===== config.mk =====
export PLATFORM = sky130hd
export DESIGN_NAME = trace_char_class
export DESIGN_NICKNAME = d
export VERILOG_FILES = /design/src/rtl/trace_char_class.sv
export SDC_FILE = /design/constraint.sdc
export NUM_CORES = 1
export LEC_CHECK = 0
export CAP_MARGIN = 20
export CORE_AREA = 2 2 39 41
export DETAILED_ROUTE_END_ITERATION = 12
export DIE_AREA = 0 0 41 43
export GPL_TIMING_DRIVEN = 0
export PLACE_DENSITY = 0.41
export SYNTH_ARGS = -nofsm -noshare
export SYNTH_HDL_FRONTEND = slang
export SYNTH_SLANG_ARGS = --single-unit

===== constraint.sdc =====
create_clock -name vclk -period 1.4
set_input_delay 0.21 -clock vclk [all_inputs]
set_output_delay 0.21 -clock vclk [all_outputs]
set_load 0.02 [all_outputs]

===== src/rtl/trace_char_class.sv =====
// Character classifier: decimal digit, lowercase hex digit, nibble value.
// Purely combinational.
module trace_char_class (
  input  logic [7:0] char,
  output logic       is_dec,
  output logic       is_hex,
  output logic [3:0] hex_val
);

  logic is_af;

  assign is_dec  = (char >= 8'h30) && (char <= 8'h39);
  assign is_af   = (char >= 8'h61) && (char <= 8'h66);
  assign is_hex  = is_dec || is_af;
  assign hex_val = is_dec ? char[3:0] : char[3:0] + 4'd9;

endmodule


* Word level (Yosys, flattened, before mapping)
Index checks and enable logic that the tools add are counted.
Word-level totals: bits of input ports 8, register bits after elaboration 0
Cells by class: $add $sub $neg 1, multiplexer cells 1, reductions and logical operators 3, order comparisons 4
Operators with widths (number):
- >= comparator 8 x 6 -> 1 bit (second input constant) | 1
- >= comparator 8 x 7 -> 1 bit (second input constant) | 1
- less-or-equal comparator 8 x 6 -> 1 bit (second input constant) | 1
- less-or-equal comparator 8 x 7 -> 1 bit (second input constant) | 1
- adder 4 bit (second input constant) | 1
- two-way mux 4 bit | 1
- logical AND 1 bit | 2
- logical OR 1 bit | 1

* Logic depth before layout (Yosys ltp)
depth after elaboration 3, gate-level depth with buffers 5

* Worst setup path after synthesis
No wires, ideal clock.
path kind input-to-output, from input char[1], to output hex_val[1], data arrival time 1.229 ns, setup slack -0.039 ns, stages 5, data required time 1.190 ns, cell sequence inv_1 ha_1 o21bai_4 a21oi_4 mux2_4
On the way: cells in the longest elaborated chain, start to end 3
Ends and longest elaborated chain:
- start: declaration | line 4 | input logic [7:0] char,
- >= comparator 8 x 6 -> 1 bit / less-or-equal comparator 8 x 6 -> 1 bit (equally long branches) | line 12 | assign is_dec = (char >= 8'h30) && (char <= 8'h39);
- logical AND 1 bit (*) | line 12
- via is_dec | line 5 | output logic is_dec,
- two-way mux 4 bit (*) | line 15 | assign hex_val = is_dec ? char[3:0] : char[3:0] + 4'd9;
- end: declaration | line 7 | output logic [3:0] hex_val
Mark *: on every way through the listed nets, which the timed path passes. The rest lies on a longest branch.

* Worst setup path in the final report
from input char[1], to output hex_val[1]
On the way: cells in the longest elaborated chain, start to end 3
Ends and longest elaborated chain (line):
- >= comparator 8 x 6 -> 1 bit / less-or-equal comparator 8 x 6 -> 1 bit (equally long branches) | 12
- logical AND 1 bit | 12
- two-way mux 4 bit (*) | 15
Every way passes the cells marked *; elsewhere a longest branch is shown, timed or not.

==> results.txt <==
Outcome -> complete, but fails checks
Failing checks -> negative setup slack
Crit. End Element -> output pin
Initial antenna violation count -> 0
Full die area -> 1763 µm²
Drt wl/cell -> 10.31 µm
Drt via density -> 4.292
Final Non-Filler Cells -> 65
# IOs -> 14
Power, Total -> 0.1416 mW
Worst Hold Launch -> char[2]
Hold_ws -> 0.8051 ns
CP required -> 1.19 ns
Dpl ws -> -1.101 ns
Mapped Cells -> 25
Initial DRC count -> 2
Seq. cell area -> 0 µm²
Initial core utilization -> 16.55%
Inst Count DP -> 55
Crit-path cells -> buf_12 -> inv_8 -> ha_4 -> o21bai_4 -> a21oi_4 -> mux2_4 -> buf_6
Crit path from -> char[1]
Final count of negative-setup-slack endpoints -> 4
Ratio of final minimum period to clock period -> 103.2%
Post-CTS Hold Fix Bufs -> 0
Post-layout util -> 36.26%
Synthesized area -> 229.0 µm²
Die height -> 43 µm
Static leakage -> 0.2268 nW
Vias -> 279
P&R area growth vs syn -> 119.1%
FFs & Latches -> 0
PD cells -> 282.2 nW/µm²
Total Routed Length -> 670 µm
Setup crit start kind -> input pin
Gr ovfl total -> 0
Max Freq -> 0.6918 GHz
Site Rows -> 14
DP Area -> 404.1 µm²
Layout cells sized above 1 -> 65.31%
Diode count -> 0
Sequential fraction of the synthesis area -> 0%
Final min period -> 1.445 ns
Pins Over Slew Limit -> 0
VDD IR max -> 0.1331 mV
Worst-path fanout max -> 5
Drt first pass iters -> 4
Drt drc -> 0
Slew @ Worst Pin -> 0.2205 ns
Worst min path class -> input pin to output pin
Port bufs -> 14
First-pass GRT wire length -> 1138 µm
Setup_tns -> -0.06304 ns
Final worst setup slack -> -0.04550 ns
Layout Nets -> 63
Gpl congestion -> 0.5945
Worst path arrival time -> 1.24 ns
Max cap viols -> 0
Largest net degree at the start of global routing -> 7
Die W -> 41 µm
Core area -> 1384 µm²
Crit Path Category -> input pin to output pin
All-Layer GR Usage -> 8.591%
Final hold violations -> 0
Vias in the first global route -> 258
Post-synthesis cell type count -> 17
DP HPWL -> 483.1 µm
Peak per-stage delay on the critical path -> 0.33 ns
Syn_nets -> 37
Yosys warning count -> 0
Post-route cell area -> 501.7 µm²
Clock buffers -> 0
Critical path's slowest cell -> mux2_4
Slew HR -> 85.30%
Antenna-violating nets left -> 0
Synth Area per Inst -> 9.159 µm²
RSZ-0062 raised after global routing -> true
-- power by group --
| group | switching [mW] | leakage (nW) | internal (mW) |
|---|---|---|---|
| Sequential | 0 | 0 | 0 |
| Combinational | 0.0614 | 0.227 | 0.0802 |
| Clock | 0 | 0 | 0 |
| Total | 0.0614 | 0.227 | 0.0802 |
-- placed cells by master, fill, tap and decap left out, drive strengths merged --
cell | netlist | layout
buf | 0 | 21
ha | 4 | 4
nand2 | 3 | 3
nor2 | 2 | 2
nand3 | 2 | 2
clkdlybuf4s15 | 0 | 2
inv | 2 | 2
nand4bb | 2 | 2
a21oi | 2 | 2
o21bai | 1 | 1
o21ai | 1 | 1
nand2b | 1 | 1
o2bb2ai | 1 | 1
a41o | 1 | 1
o21ba | 1 | 1
mux2 | 1 | 1
xnor2 | 1 | 1
dlygate4sd2 | 0 | 1
-- cell families (layout without fill, tap and decap cells) --
logic type / count (synthesis) / count (layout) / synth area share, %
AND/OR/NAND/NOR: 10 / 10 / 32.24
AO/OA/AOI/OAI: 7 / 7 / 32.24
multiplexers: 1 / 1 / 6.555
buffers and inverters: 2 / 26 / 3.280
adder cells (fa/ha/maj): 4 / 4 / 21.86
XOR/XNOR: 1 / 1 / 3.826
-- timing repair --
item	CTS	global route
buffers inserted	9	1
setup endpoints to repair	6	5
gates cloned	0	0
pin swaps	5	4
resized for setup	76	0
-- worst max-delay path: cells and delay by family --
kind,cells,cell delay (ns)
buffers and inverters,3,0.29
multiplexers,1,0.33
adder cells (fa/ha/maj),1,0.13
AO/OA/AOI/OAI,2,0.27
-- area by class of cell --
type               count  area, µm²
well taps             16      20.02
repair buffers        24      215.2
multi-input cells     23      246.5
fillers              163      882.1
inverters              2      20.02
-- synth_stat cells --
cell	number	share of area, %
ha_1	4	22
nand2_1	3	4.9
inv_1	2	3.3
nand3_1	2	4.4
nor2_1	2	3.3
a21oi_1	1	2.2
a21oi_4	1	7.1
a41o_1	1	4.4
mux2_4	1	6.6
nand2b_1	1	2.7
nand4bb_1	1	4.9
nand4bb_4	1	12
o21ai_0	1	2.2
o21ba_2	1	4.4
o21bai_4	1	8.2
o2bb2ai_1	1	3.8
xnor2_1	1	3.8
-- path summary, 6_finish.rpt --
check	endpoint	slack, ns	cells past startpoint
worst max-delay path	hex_val[1]	-0.05	7
worst min-delay path	hex_val[2]	0.81	3
-- layer usage --
layer	wire, µm	part of all wire (%)	up-vias	global-route usage, %
met5	0	0	-	0
met4	0	0	0	0
met3	69	10	0	0.5236
li1	-	-	141	-
met1	261	39	126	10.44
met2	339	51	12	16.25
Power figures use the tool's default switching activity.
